<file path="src/rtl/stopwatch_pkg.sv">
// Shared stopwatch definitions: the state encoding used by the control,
// display and digit-counter blocks.
package stopwatch_pkg;

    typedef enum logic [1:0] {
        ST_IDLE  = 2'd0,
        ST_RUN   = 2'd1,
        ST_PAUSE = 2'd2,
        ST_LAP   = 2'd3
    } sw_state_e;

    function automatic logic is_timing(input sw_state_e s);
        return (s == ST_RUN) || (s == ST_LAP);
    endfunction

endpackage

</file>
<file path="src/rtl/btn_debounce.sv">
// Raw active-low pushbutton -> 2-FF synchronizer -> level debouncer ->
// one-cycle registered press pulse on the released-to-pressed transition.
module btn_debounce #(
    parameter int DEB_CYCLES = 1_000_000
) (
    input  logic i_clk,
    input  logic i_rst,
    input  logic i_btn_n,
    output logic o_press
);

    localparam int CW = $clog2(DEB_CYCLES);
    localparam logic [CW-1:0] CNT_MAX = CW'(DEB_CYCLES - 1);

    logic          sync1_q, sync2_q;
    logic          deb_q, deb_d;
    logic          deb_dly_q;
    logic          press_q, press_d;
    logic [CW-1:0] cnt_q, cnt_d;

    // Any cycle where the synchronized level agrees with the accepted level restarts the count.
    always_comb begin
        deb_d = deb_q;
        cnt_d = '0;
        if (sync2_q != deb_q) begin
            if (cnt_q == CNT_MAX) begin
                deb_d = sync2_q;
            end else begin
                cnt_d = cnt_q + 1'b1;
            end
        end
        press_d = deb_dly_q & ~deb_q;
    end

    always_ff @(posedge i_clk or negedge i_rst) begin
        if (!i_rst) begin
            sync1_q   <= 1'b1;
            sync2_q   <= 1'b1;
            deb_q     <= 1'b1;
            deb_dly_q <= 1'b1;
            cnt_q     <= '0;
            press_q   <= 1'b0;
        end else begin
            sync1_q   <= i_btn_n;
            sync2_q   <= sync1_q;
            deb_q     <= deb_d;
            deb_dly_q <= deb_q;
            cnt_q     <= cnt_d;
            press_q   <= press_d;
        end
    end

    assign o_press = press_q;

endmodule

</file>
<file path="src/rtl/stopwatch_ctrl.sv">
// Stopwatch control: debounced start/stop and lap/clear buttons drive the
// run/pause/lap FSM and the tick prescaler feeding the digit counters.
module stopwatch_ctrl #(
    parameter int TICK_DIV   = 10_000_000,
    parameter int DEB_CYCLES = 1_000_000
) (
    input  logic       i_clk,
    input  logic       i_rst,
    input  logic       i_btn_ss_n,
    input  logic       i_btn_lap_n,
    output logic       o_cnt_en,
    output logic       o_cnt_clr,
    output logic       o_disp_hold,
    output logic [1:0] o_state
);

    import stopwatch_pkg::*;

    localparam int PW = $clog2(TICK_DIV);
    localparam logic [PW-1:0] PRESC_MAX = PW'(TICK_DIV - 1);

    sw_state_e     state_q, state_d;
    logic          hold_q, hold_d;
    logic          en_q, en_d;
    logic          clr_q, clr_d;
    logic [PW-1:0] presc_q, presc_d;
    logic          ss_ev, lap_ev;

    btn_debounce #(.DEB_CYCLES(DEB_CYCLES)) u_deb_ss (
        .i_clk   (i_clk),
        .i_rst   (i_rst),
        .i_btn_n (i_btn_ss_n),
        .o_press (ss_ev)
    );

    btn_debounce #(.DEB_CYCLES(DEB_CYCLES)) u_deb_lap (
        .i_clk   (i_clk),
        .i_rst   (i_rst),
        .i_btn_n (i_btn_lap_n),
        .o_press (lap_ev)
    );

    always_comb begin
        state_d = state_q;
        hold_d  = hold_q;
        clr_d   = 1'b0;
        en_d    = 1'b0;
        presc_d = presc_q;

        if (ss_ev) begin
            case (state_q)
                ST_IDLE:  begin state_d = ST_RUN; hold_d = 1'b0; end
                ST_RUN:   state_d = ST_PAUSE;
                ST_PAUSE: begin state_d = ST_RUN; hold_d = 1'b0; end
                ST_LAP:   state_d = ST_PAUSE;
                default:  ;
            endcase
        end else if (lap_ev) begin
            case (state_q)
                ST_IDLE:  clr_d = 1'b1;
                ST_RUN:   begin state_d = ST_LAP; hold_d = 1'b1; end
                ST_LAP:   begin state_d = ST_RUN; hold_d = 1'b0; end
                ST_PAUSE: begin
                    if (hold_q) begin
                        hold_d = 1'b0;
                    end else begin
                        state_d = ST_IDLE;
                        clr_d   = 1'b1;
                    end
                end
                default:  ;
            endcase
        end

        // Only count across edges where timing continues, so pausing keeps the partial interval intact.
        if (is_timing(state_q) && is_timing(state_d)) begin
            if (presc_q == PRESC_MAX) begin
                presc_d = '0;
                en_d    = 1'b1;
            end else begin
                presc_d = presc_q + 1'b1;
            end
        end else if (state_d == ST_IDLE) begin
            presc_d = '0;
        end
    end

    always_ff @(posedge i_clk or negedge i_rst) begin
        if (!i_rst) begin
            state_q <= ST_IDLE;
            hold_q  <= 1'b0;
            en_q    <= 1'b0;
            clr_q   <= 1'b0;
            presc_q <= '0;
        end else begin
            state_q <= state_d;
            hold_q  <= hold_d;
            en_q    <= en_d;
            clr_q   <= clr_d;
            presc_q <= presc_d;
        end
    end

    assign o_cnt_en    = en_q;
    assign o_cnt_clr   = clr_q;
    assign o_disp_hold = hold_q;
    assign o_state     = state_q;

endmodule
</file>
<file path="config.mk">
export PLATFORM = sky130hd
export DESIGN_NAME = stopwatch_ctrl
export DESIGN_NICKNAME = d
export VERILOG_FILES = /design/src/rtl/stopwatch_pkg.sv /design/src/rtl/btn_debounce.sv /design/src/rtl/stopwatch_ctrl.sv
export SDC_FILE = /design/constraint.sdc
export NUM_CORES = 1
export LEC_CHECK = 0
export ABC_AREA = 1
export BUFFER_PORTS_ARGS = -buffer_cell sky130_fd_sc_hd__buf_2
export CAP_MARGIN = 5
export CELL_PAD_IN_SITES_DETAIL_PLACEMENT = 0
export CELL_PAD_IN_SITES_GLOBAL_PLACEMENT = 2
export CORE_ASPECT_RATIO = 0.75
export CORE_MARGIN = 2
export CORE_UTILIZATION = 40
export CTS_CLUSTER_SIZE = 30
export DETAILED_ROUTE_END_ITERATION = 8
export PLACE_DENSITY = 0.95
export SLEW_MARGIN = 20
export SYNTH_ARGS = -nofsm -noshare
export SYNTH_HDL_FRONTEND = slang
export SYNTH_HIERARCHICAL = 1
export SYNTH_SLANG_ARGS = --single-unit
</file>
<file path="constraint.sdc">
create_clock -name i_clk -period 4 [get_ports i_clk]
set_input_delay 0.2 -clock i_clk [delete_from_list [all_inputs] [get_ports i_clk]]
set_output_delay 0.2 -clock i_clk [all_outputs]
set_load 0.005 [all_outputs]
</file>
-- Word-level counts from Yosys, hierarchy flattened
Cells that the tools add are included.
- register bits after elaboration: 79
- latch bits: 0
- bits in writable memories: 0
- bits in read-only memories: 0
- output and inout bits: 5
- word-level logic and storage cells: 71
- memories: 0
- $add $sub $neg: 3
- multipliers: 0
- divide/modulo/power cells: 0
- $lt $le $gt $ge: 0
- eq/ne operators: 11
- shift operators: 0
- muxes and demuxes: 22
- bitwise logic cells: 4
- reductions and logical operators: 14
- operator list (cell ; number):
    two-way mux 20 bit ; 4
    two-way mux 24 bit ; 3
    adder 20 x 1 -> 20 bit, second input constant ; 2
    == test 20 bit, second input constant ; 2
    adder 24 x 1 -> 24 bit, second input constant ; 1
    == test 24 bit, second input constant ; 1
    two-way mux 1 bit ; 8
    == test 2 bit, second input constant ; 3
    two-way mux 2 bit ; 3
    one-hot mux 2 bit (3 select lines) ; 1
    OR reduction 2 bit ; 3
    == test 2 x 1 -> 1 bit, second input constant ; 2
    zero test 2 bit ; 2
    one-hot mux 1 bit (2 select lines) ; 2
    one-hot mux 2 bit (2 select lines) ; 1
    AND reduction 2 bit ; 2
    nonzero test 2 bit ; 2
    AND reduction 3 bit ; 1
    nonzero test 3 bit ; 1
    bitwise AND 1 bit ; 2
    logical OR 1 bit ; 2
    inequality test 1 bit ; 2
    inequality test 2 bit, second input constant ; 1
    inverter 1 bit ; 2
    logical AND 1 bit ; 1

-- Depth between registers and ports, before layout
Gate-level depths: netlist of run 1.
- depth in word-level cells: 8
- gate-level depth with buffers: 10
- mapped depth without buffers: 10

-- Cells and area by module
Netlist of run 1, hierarchy kept.
- by module, submodules not included (module ; times used ; cells each ; area an instance (um2) ; seq. area each (um2)):
    btn_debounce ; 2 ; 165 ; 1350.0 ; 630.6
    stopwatch_ctrl ; 1 ; 294 ; 1935.6 ; 725.7

-- Worst setup path before layout of run 1
No wires, ideal clock.
- path type: register to register
- start: reg presc_q[0]
- end: reg presc_q[12]
- setup time: 126 ps
- arrival: 1248 ps
- slack: 2626 ps
- cell stages (with the launch flop): 9
- path buffers: 0
- period minus slack after synthesis: 1374 ps
- path through: dfrtp_1 -> ha_1 -> nand2_1 -> nor2_4 -> inv_1 -> nor2_1 -> nand3_1 -> nand4_1 -> o21ai_0
- word-level cells in the longest chain between the ends: 3
- elaborated cells on any way between the ends: 4
- those cells by class: add/sub: 1; eq/ne: 1; mux: 2
- RTL lines (what ; line ; RTL):
    start, declared ; stopwatch_ctrl.sv:26 ; logic [PW-1:0] presc_q, presc_d;
    start signal, assigned ; stopwatch_ctrl.sv:100 ; presc_q <= presc_d;
    adder 24 x 1 -> 24 bit or == test 24 bit (tied branches) ; stopwatch_ctrl.sv:81, stopwatch_ctrl.sv:77 ;
    two-way mux 24 bit * ; stopwatch_ctrl.sv:77 ; if (presc_q == PRESC_MAX) begin
    two-way mux 24 bit * ; stopwatch_ctrl.sv:76 ; if (is_timing(state_q) && is_timing(state_d)) begin
Every way passes the cells marked *; elsewhere a longest branch is shown, timed or not.
A chain may end at the register's enable or synchronous reset.

-- Final worst setup path of run 1
- start: reg u_deb_ss.press_q (netlist: u_deb_ss/o_press)
- end: reg presc_q[4]
- word-level cells in the longest chain between the ends: 5
- elaborated cells on any way between the ends: 8
- those cells by class: eq/ne: 2; mux: 2; reduce/logical: 4
- RTL lines (what ; line ; RTL):
    start, declared ; btn_debounce.sv:18 ; logic press_q, press_d;
    start signal, assigned ; btn_debounce.sv:49 ; press_q <= press_d;
    two-way mux 2 bit * ; stopwatch_ctrl.sv:50 ; if (ss_ev) begin
    == test 2 x 1 -> 1 bit or == test 2 bit (tied branches) ; stopwatch_pkg.sv:13 ; return (s == ST_RUN) || (s == ST_LAP);
    logical OR 1 bit ; stopwatch_pkg.sv:13 ;
    logical AND 1 bit ; stopwatch_ctrl.sv:76 ;
    two-way mux 24 bit or nonzero test 2 bit (tied branches) ; - ;
Marks and branches as above.

==> tab_implementation.tex, run 1 <==
\begin{tabular}{lr}
\hline
Metric & Value \\
\hline
\multicolumn{2}{l}{\textbf{Clock tree}} \\
\quad Postcts setup bufs & 0 \\
\quad Clock H-tree levels & 3 \\
\quad \# resized after CTS & 0 \\
\quad Clock Path Buffers & 2 \\
\quad Clock latency at the later pin of the worst-skew pair & 0.34 ns \\
\quad Clock tree from TritonCTS & yes \\
\quad Clock root cell & sky130\_fd\_sc\_hd\_\_clkbuf\_16 \\
\quad CTS sink count & 79 \\
\quad Clk slew on worst S/H paths & 0.06 ns \\
\quad TritonCTS buffer count & 9 \\
\multicolumn{2}{l}{\textbf{Cells and area}} \\
\quad Fillers & 1138 \\
\quad Net count reported at finish & 650 \\
\quad Number of antenna repair diodes & 0 \\
\quad Area growth from synthesis to layout & 12.2\% \\
\quad Ratio of cells with drive above 1 in the final layout & 15.0\% \\
\quad Most used cells in the layout excluding fill and tap cells & 149 x sky130\_fd\_sc\_hd\_\_nand2\_1, 116 x sky130\_fd\_sc\_hd\_\_nor2\_1, 71 x sky130\_fd\_sc\_hd\_\_dfrtp\_1, 64 x sky130\_fd\_sc\_hd\_\_inv\_1, 51 x sky130\_fd\_sc\_hd\_\_nand3\_1 \\
\quad Most common cell after layout, fill and taps aside & sky130\_fd\_sc\_hd\_\_nand2\_1 \\
\multicolumn{2}{l}{\textbf{Logic synthesis}} \\
\quad Cell type with the largest total area after synthesis & sky130\_fd\_sc\_hd\_\_dfrtp\_1 \\
\quad Post-synthesis cell area & 4640 sq um \\
\quad Syn avg cell area & 7.43 sq um \\
\quad Post-synthesis cell count & 624 \\
\quad Complex-gate fraction of the synthesized area & 4.05\% \\
\quad Cell variety after synth & 31 \\
\quad Yosys Warn Count & 6 \\
\quad Ranking of synthesized cells by area & sky130\_fd\_sc\_hd\_\_dfrtp\_1 38\%, sky130\_fd\_sc\_hd\_\_nand2\_1 12\%, sky130\_fd\_sc\_hd\_\_nor2\_1 9.4\% \\
\quad Share of synthesized cell area in and, or, nand and nor gates & 41.2\% \\
\quad Number of flops mapped to enable cells by yosys & 0 \\
\quad Main combinational cell family by area after synthesis & simple AND/OR/NAND/NOR gates \\
\quad Synthesized-area fraction occupied by xor and xnor cells & 5.05\% \\
\quad Portion of synthesized cell area occupied by the leading cell type & 38.3\% \\
\quad Adder and majority gate portion of the synthesized area & 0.810\% \\
\quad Multiplexer fraction of the synthesized cell area & 0\% \\
\quad Sequential-to-total area share from yosys stat & 42.9\% \\
\quad Fraction of registers with async set/reset & 100\% \\
\quad Dominant register cell in the synthesized netlist & sky130\_fd\_sc\_hd\_\_dfrtp\_1 \\
\quad Number of flip-flops and latches in the synthesized netlist & 79 \\
\quad Synth Net Count & 631 \\
\multicolumn{2}{l}{\textbf{Detailed routing}} \\
\quad Residual DRC count & 0 \\
\quad Overall via count from detail\_route & 3977 \\
\quad Antenna Nets Post-Route & 0 \\
\quad DR pass1 iterations & 6 \\
\quad Via-per-instance ratio & 5.02 \\
\quad Detailed router's first-iteration violation count & 320 \\
\quad Overall routed net length & 10900 microns \\
\quad Average wire per cell in the routed design & 13.8 microns \\
\multicolumn{2}{l}{\textbf{Floorplanning}} \\
\quad Count of boundary I/O pins & 9 \\
\quad Die Footprint & 12500 sq um \\
\quad FP Rows & 34 \\
\quad Core area & 11400 sq um \\
\quad Height of the die & 97.2 microns \\
\quad X dimension of the die & 128 microns \\
\quad Initial core utilization & 40.5\% \\
\multicolumn{2}{l}{\textbf{Global route}} \\
\quad Wire length of the first global-routing pass & 18800 microns \\
\quad Leftover overflow at the end of global routing & 0 \\
\quad Number of antenna violations at the first check in global routing & 0 \\
\quad Vias in the first global route & 3860 \\
\quad Largest net degree at the start of global routing & 80 \\
\quad Global-route usage over all layers & 19.0\% \\
\multicolumn{2}{l}{\textbf{Timing}} \\
\quad Pin slew with the least headroom to its limit & 0.858 ns \\
\quad Hold WS & 0.356 ns \\
\quad Number of hold-slack violations in the final timing report & 0 \\
\quad Fmax & 533 MHz \\
\quad RSZ-0062 raised after global routing & false \\
\quad Worst-case clock skew & 0.00632 ns \\
\quad Rel. slew slack & 42.7\% \\
\quad Post-Route Setup TNS & 0 ns \\
\quad Endpoints failing setup & 0 \\
\quad Final period demand of the worst path & 1.88 ns \\
\quad Final worst-path cycle share & 46.9\% \\
\quad Final max-slew violation count & 0 \\
\multicolumn{2}{l}{\textbf{Critical path}} \\
\quad Critical path class & reg -> reg \\
\quad Reg-to-reg startpoint & u\_deb\_ss/o\_press \\
\quad Slack of the worst reg-to-reg path & 2.12 ns \\
\quad Ordered list of cells on the worst path & inv\_1 > o2111ai\_1 > nand2\_1 > inv\_1 > o21ai\_0 \\
\quad Required time of the critical path & 4.24 ns \\
\quad Data arrival time at the worst-slack endpoint & 2.11 ns \\
\quad Endpoint type of the worst setup path & flip-flop \\
\quad Critical-path cell with the highest stage delay & sky130\_fd\_sc\_hd\_\_nand2\_1 \\
\quad Length in cells of the worst reg-to-reg path & 5 \\
\quad Critical-path maximum fanout & 18 \\
\quad Worst r2r dst & presc\_q[4] \\
\quad Biggest cell delay along the critical path & 0.54 ns \\
\quad Most used cell, CP & sky130\_fd\_sc\_hd\_\_inv\_1 \\
\quad Crit path launch type & flip-flop \\
\multicolumn{2}{l}{\textbf{Power}} \\
\quad Peak supply drop & 0.000231 V \\
\quad Static power due to leakage & 2.22 nW \\
\quad Power Density & 335 nW/um\^{}2 \\
\multicolumn{2}{l}{\textbf{Flow run}} \\
\quad Maxcap violations & 0 \\
\multicolumn{2}{l}{\textbf{Placement}} \\
\quad Final estimated routing congestion in global placement & 0.859 \\
\quad Buffers on Ports & 8 \\
\quad DP Wirelength & 7990 microns \\
\multicolumn{2}{l}{\textbf{Worst hold path}} \\
\quad Worst min path class & reg -> reg \\
\quad Hold path cells & 0 \\
\quad Launch instance of the worst min-delay path & u\_deb\_ss/sync1\_q \\
\quad Hold worst-path end & u\_deb\_ss/sync2\_q \\
\multicolumn{2}{l}{\textbf{Run status}} \\
\quad Status & completed \\
\hline
\end{tabular}
-- repair_timing --
item,in CTS,in global routing
endpoints found under the setup margin,0,0
hold buffers,2,1
hold endpoints to repair,2,69
-- worst max-delay path by stage --
stage                startpoint          end  slack (ns)  depth (start not counted)
4_1_cts        u_deb_ss/o_press   presc_q[4]        2.11                          5
3_3_place_gp   u_deb_ss/o_press   presc_q[2]        2.34                          5
2_1_floorplan        presc_q[0]  presc_q[12]        2.63                          8
5_1_grt        u_deb_ss/o_press   presc_q[4]        1.94                          5
6_report       u_deb_ss/o_press   presc_q[4]        2.12                          5
3_5_place_dp   u_deb_ss/o_press   presc_q[4]        2.11                          5
-- final cells by class --
cell class	count	area, sq um	share of cell area, %
Multi-Input combinational cell	472	2370	45.6
Sequential cell	79	1990	38.2
Inverter	70	263	5.05
Clock buffer	11	243	4.67
Tap cell	144	180	3.46
Clock inverter	5	81.3	1.56
Timing Repair Buffer	11	76.3	1.47
-- where the power goes --
| part | switching [W] | leakage [nW] | internal, W |
|---|---|---|---|
| combinational | 0.0000303 | 0.998 | 0.0000102 |
| clock | 0.000328 | 0.156 | 0.000564 |
| sequential | 0.00000474 | 1.07 | 0.000808 |
| total | 0.000363 | 2.22 | 0.00138 |
-- Yosys cell counts (7+ instances only) --
cell type,n
sky130_fd_sc_hd__xor2_1,18
sky130_fd_sc_hd__dfstp_2,8
sky130_fd_sc_hd__nand4_1,19
sky130_fd_sc_hd__inv_1,64
sky130_fd_sc_hd__nor2_1,116
sky130_fd_sc_hd__nand3_1,51
sky130_fd_sc_hd__nor2_2,22
sky130_fd_sc_hd__nand2_2,16
sky130_fd_sc_hd__o21ai_1,7
sky130_fd_sc_hd__dfrtp_1,71
sky130_fd_sc_hd__nor2_4,9
sky130_fd_sc_hd__o21ai_0,18
sky130_fd_sc_hd__nor3_1,10
sky130_fd_sc_hd__nand2_1,149
-- logic make-up after synthesis --
| logic type | count (synthesis) |
|---|---|
| AOI/OAI and AO/OA | 35 |
| DFF | 79 |
| and+or+nand+nor | 409 |
| buffers and inverters | 73 |
| adders and majority gates | 3 |
| xor gates and xnor gates | 25 |
-- critical path, delay by kind of cell, from the launching register on --
kind / cells / cell delay, ns
simple gates: 1 / 0.54
flops: 1 / 0.44
compound gates: 2 / 0.40
buf+inv: 2 / 0.40
-- through the flow --
step	setup slack (ns)	utilization [%]	instances	instance area (sq um)	power [W]
final	2.12	45.5	792	5200	0.00174
after global routing	1.94	45.5	792	5200	0.00181
after CTS	2.11	45.3	791	5190	0.00177
after detailed placement	2.11	42.3	773	4840	0.000867
after global placement	2.34	42.3	773	4840	0.000866
after floorplan	2.63	-	624	4640	0.000843
-- state kept, by name, indices dropped and copies added (netlist names), 2 cells and up --
name	flops
presc_q	24
u_deb_lap/cnt_q	20
o_state	2
u_deb_ss/cnt_q	20
-- layer usage --
layer	global-route usage, %	vias up	wire (microns)
met5	0	-	0
met4	4.73	0	87
met3	4.41	8	434
met2	27.5	77	4630
met1	28.5	1875	5770
li1	-	2017	-
Power figures use the tool's default switching activity.
==> inputs of run 2 (changes only) <==
CORE_UTILIZATION = 37   (was 40)
PLACE_DENSITY = 0.91   (was 0.95)
clock period = 1.8 ns   (was 4 ns; I/O delays follow)
==> run 2 against run 1 <==
- hold slack worse by 0.14 ns
- count of clock-buffer cells in the layout stayed put
- global-route usage is 0.83 points lower
- largest cell class unchanged
- via count is 1.5% higher
- largest power group is now sequential cells
- first-iteration DRC count is 12% lower
- non-clock buffer count is 7 higher
- clock skew is 0.0031 ns higher
- register-to-register slack worse by 2.0 ns
- flip-flop and latch count stayed put
==> tab_implementation.tex, run 2 (synthesis gave the netlist of run 1 again) <==
\begin{tabular}{lr}
\hline
Metric & Value \\
\hline
\multicolumn{2}{l}{\textbf{Timing}} \\
\quad Number of hold-slack violations in the final timing report & 0 \\
\quad Fmax & 599 MHz \\
\quad Final period demand of the worst path & 1.67 ns \\
\quad Final max-slew violation count & 0 \\
\quad Rel. slew slack & 75.1\% \\
\quad Worst-case clock skew & 0.00947 ns \\
\quad RSZ-0062 raised after global routing & false \\
\quad Post-Route Setup TNS & 0 ns \\
\quad Pin slew with the least headroom to its limit & 0.370 ns \\
\quad Final worst-path cycle share & 92.7\% \\
\quad Endpoints failing setup & 0 \\
\multicolumn{2}{l}{\textbf{Clock tree}} \\
\quad Clk slew on worst S/H paths & 0.07 ns \\
\quad Clock root cell & sky130\_fd\_sc\_hd\_\_clkbuf\_16 \\
\quad Clock H-tree levels & 3 \\
\quad Clock tree from TritonCTS & yes \\
\quad Clock latency at the later pin of the worst-skew pair & 0.34 ns \\
\quad Clock Path Buffers & 2 \\
\quad TritonCTS buffer count & 9 \\
\quad \# resized after CTS & 0 \\
\quad CTS sink count & 79 \\
\multicolumn{2}{l}{\textbf{Cells and area}} \\
\quad Net count reported at finish & 657 \\
\quad Biggest regs & presc\_q: 24 flops, u\_deb\_lap/cnt\_q: 20 flops, u\_deb\_ss/cnt\_q: 20 flops \\
\quad Most used cells in the layout excluding fill and tap cells & 149 x sky130\_fd\_sc\_hd\_\_nand2\_1, 116 x sky130\_fd\_sc\_hd\_\_nor2\_1, 71 x sky130\_fd\_sc\_hd\_\_dfrtp\_1, 64 x sky130\_fd\_sc\_hd\_\_inv\_1, 51 x sky130\_fd\_sc\_hd\_\_nand3\_1 \\
\quad Area growth from synthesis to layout & 13.4\% \\
\quad Fillers & 1258 \\
\quad Register with the most flip-flops & presc\_q \\
\quad Ratio of cells with drive above 1 in the final layout & 15.7\% \\
\quad Most common cell after layout, fill and taps aside & sky130\_fd\_sc\_hd\_\_nand2\_1 \\
\quad Number of antenna repair diodes & 0 \\
\quad Max reg flops & 24 \\
\quad Multi-input gate area & 2370 sq um \\
\quad Sequential cell area & 1990 sq um \\
\multicolumn{2}{l}{\textbf{Detailed routing}} \\
\quad Residual DRC count & 0 \\
\quad Via-per-instance ratio & 4.92 \\
\quad Detailed router's first-iteration violation count & 281 \\
\quad Antenna Nets Post-Route & 0 \\
\quad DR pass1 iterations & 5 \\
\quad Average wire per cell in the routed design & 13.7 microns \\
\quad Overall routed net length & 11200 microns \\
\quad Overall via count from detail\_route & 4038 \\
\multicolumn{2}{l}{\textbf{Flow run}} \\
\quad Maxcap violations & 0 \\
\multicolumn{2}{l}{\textbf{Global route}} \\
\quad GRT Max-Usage Layer & met2 \\
\quad GR met2 Demand/Resource & 27.5\% \\
\quad Vias in the first global route & 3798 \\
\quad Wire length of the first global-routing pass & 19200 microns \\
\quad Leftover overflow at the end of global routing & 0 \\
\quad Number of antenna violations at the first check in global routing & 0 \\
\quad Met1 Usage GRT & 26.3\% \\
\quad Met3 track demand over resource in global routing & 3.72\% \\
\quad Largest net degree at the start of global routing & 34 \\
\quad Global-route usage over all layers & 18.1\% \\
\multicolumn{2}{l}{\textbf{Critical path}} \\
\quad Ordered list of cells on the worst path & ha\_1 > nand2\_1 > nor2\_4 > inv\_1 > nor2\_1 > nand3\_1 > nand4\_1 > nand2\_1 \\
\quad Data arrival time at the worst-slack endpoint & 1.90 ns \\
\quad Length in cells of the worst reg-to-reg path & 8 \\
\quad Reg-to-reg startpoint & presc\_q[0] \\
\quad Required time of the critical path & 2.03 ns \\
\quad Most used cell, CP & sky130\_fd\_sc\_hd\_\_nand2\_1 \\
\quad Critical-path maximum fanout & 7 \\
\quad Slack of the worst reg-to-reg path & 0.13 ns \\
\quad Biggest cell delay along the critical path & 0.39 ns \\
\quad Critical path class & reg -> reg \\
\quad Critical-path cell with the highest stage delay & sky130\_fd\_sc\_hd\_\_dfrtp\_1 \\
\quad Worst r2r dst & presc\_q[23] \\
\quad Crit path launch type & flip-flop \\
\quad Endpoint type of the worst setup path & flip-flop \\
\multicolumn{2}{l}{\textbf{Floorplanning}} \\
\quad Count of boundary I/O pins & 9 \\
\quad Die Footprint & 13400 sq um \\
\quad Core area & 12300 sq um \\
\quad FP Rows & 35 \\
\quad X dimension of the die & 133 microns \\
\quad Initial core utilization & 37.8\% \\
\quad Height of the die & 101 microns \\
\multicolumn{2}{l}{\textbf{Power}} \\
\quad Static power due to leakage & 2.24 nW \\
\quad Peak supply drop & 0.000498 V \\
\quad PnR Total Power & 0.00372 W \\
\quad Power Density & 707 nW/um\^{}2 \\
\multicolumn{2}{l}{\textbf{Worst hold path}} \\
\quad Worst min path class & in -> async \\
\multicolumn{2}{l}{\textbf{Placement}} \\
\quad Buffers on Ports & 8 \\
\quad Final estimated routing congestion in global placement & 0.923 \\
\quad DP Wirelength & 8560 microns \\
\multicolumn{2}{l}{\textbf{Run status}} \\
\quad Status & completed \\
\hline
\end{tabular}
run 2: layout make-up:
cell class              count  area share (%)
multi-input cells         472            45.1
flip-flops and latches     79            37.8
inverters                  70            5.00
clock buffers              11            4.43
well taps                 166            3.95
repair buffers             18            2.62
clock inverters             5            1.12
run 2: critical path: cells and delay by family, from the launching register on:
family                     cells  cell delay [ns]
and+or+nand+nor                6             0.87
DFF                            1             0.39
buffers and inverters          1             0.09
adders and majority gates      1             0.22
run 2: stage by stage:
| stage | std cells | utilization (%) | hold slack (ns) | instance area, sq um | setup slack (ns) |
|---|---|---|---|---|---|
| after floorplan | 624 | - | -0.206 | 4640 | 0.426 |
| after global placement | 800 | 40.1 | 0.0369 | 4920 | 0.244 |
| after detailed placement | 800 | 40.1 | 0.0398 | 4920 | 0.179 |
| after CTS | 819 | 42.8 | 0.228 | 5240 | 0.161 |
| after global routing | 821 | 42.9 | 0.243 | 5260 | 0.00130 |
| final | 821 | 42.9 | 0.215 | 5260 | 0.131 |
run 2: layer usage:
| metal | vias to the layer above | part of all wire, % |
|---|---|---|
| li1 | 2036 | - |
| met1 | 1896 | 51 |
| met2 | 96 | 42 |
| met3 | 10 | 5.4 |
| met4 | 0 | 1.0 |
| met5 | - | 0 |
run 2: timing repair:
action | in CTS | in global routing
buffers inserted | 0 | 2
endpoints found under the setup margin | 0 | 4
endpoints found under the hold margin | 26 | 0
hold buffers | 3 | 0
run 2: worst max path at each step:
| stage | start | to | slack [ns] | cells past startpoint |
|---|---|---|---|---|
| floorplan | presc_q[0] | presc_q[12] | 0.43 | 8 |
| global placement | presc_q[0] | presc_q[23] | 0.24 | 8 |
| detailed placement | presc_q[0] | presc_q[23] | 0.18 | 8 |
| CTS | presc_q[0] | presc_q[12] | 0.16 | 8 |
| global route | presc_q[0] | presc_q[12] | 0.001 | 8 |
| finish | presc_q[0] | presc_q[23] | 0.13 | 8 |
run 2: where the power goes:
part,switching [W],internal [W],total (W)
Clock,0.000736,0.00108,0.00181
Sequential,0.0000109,0.00180,0.00181
Combinational,0.0000717,0.0000281,0.0000999
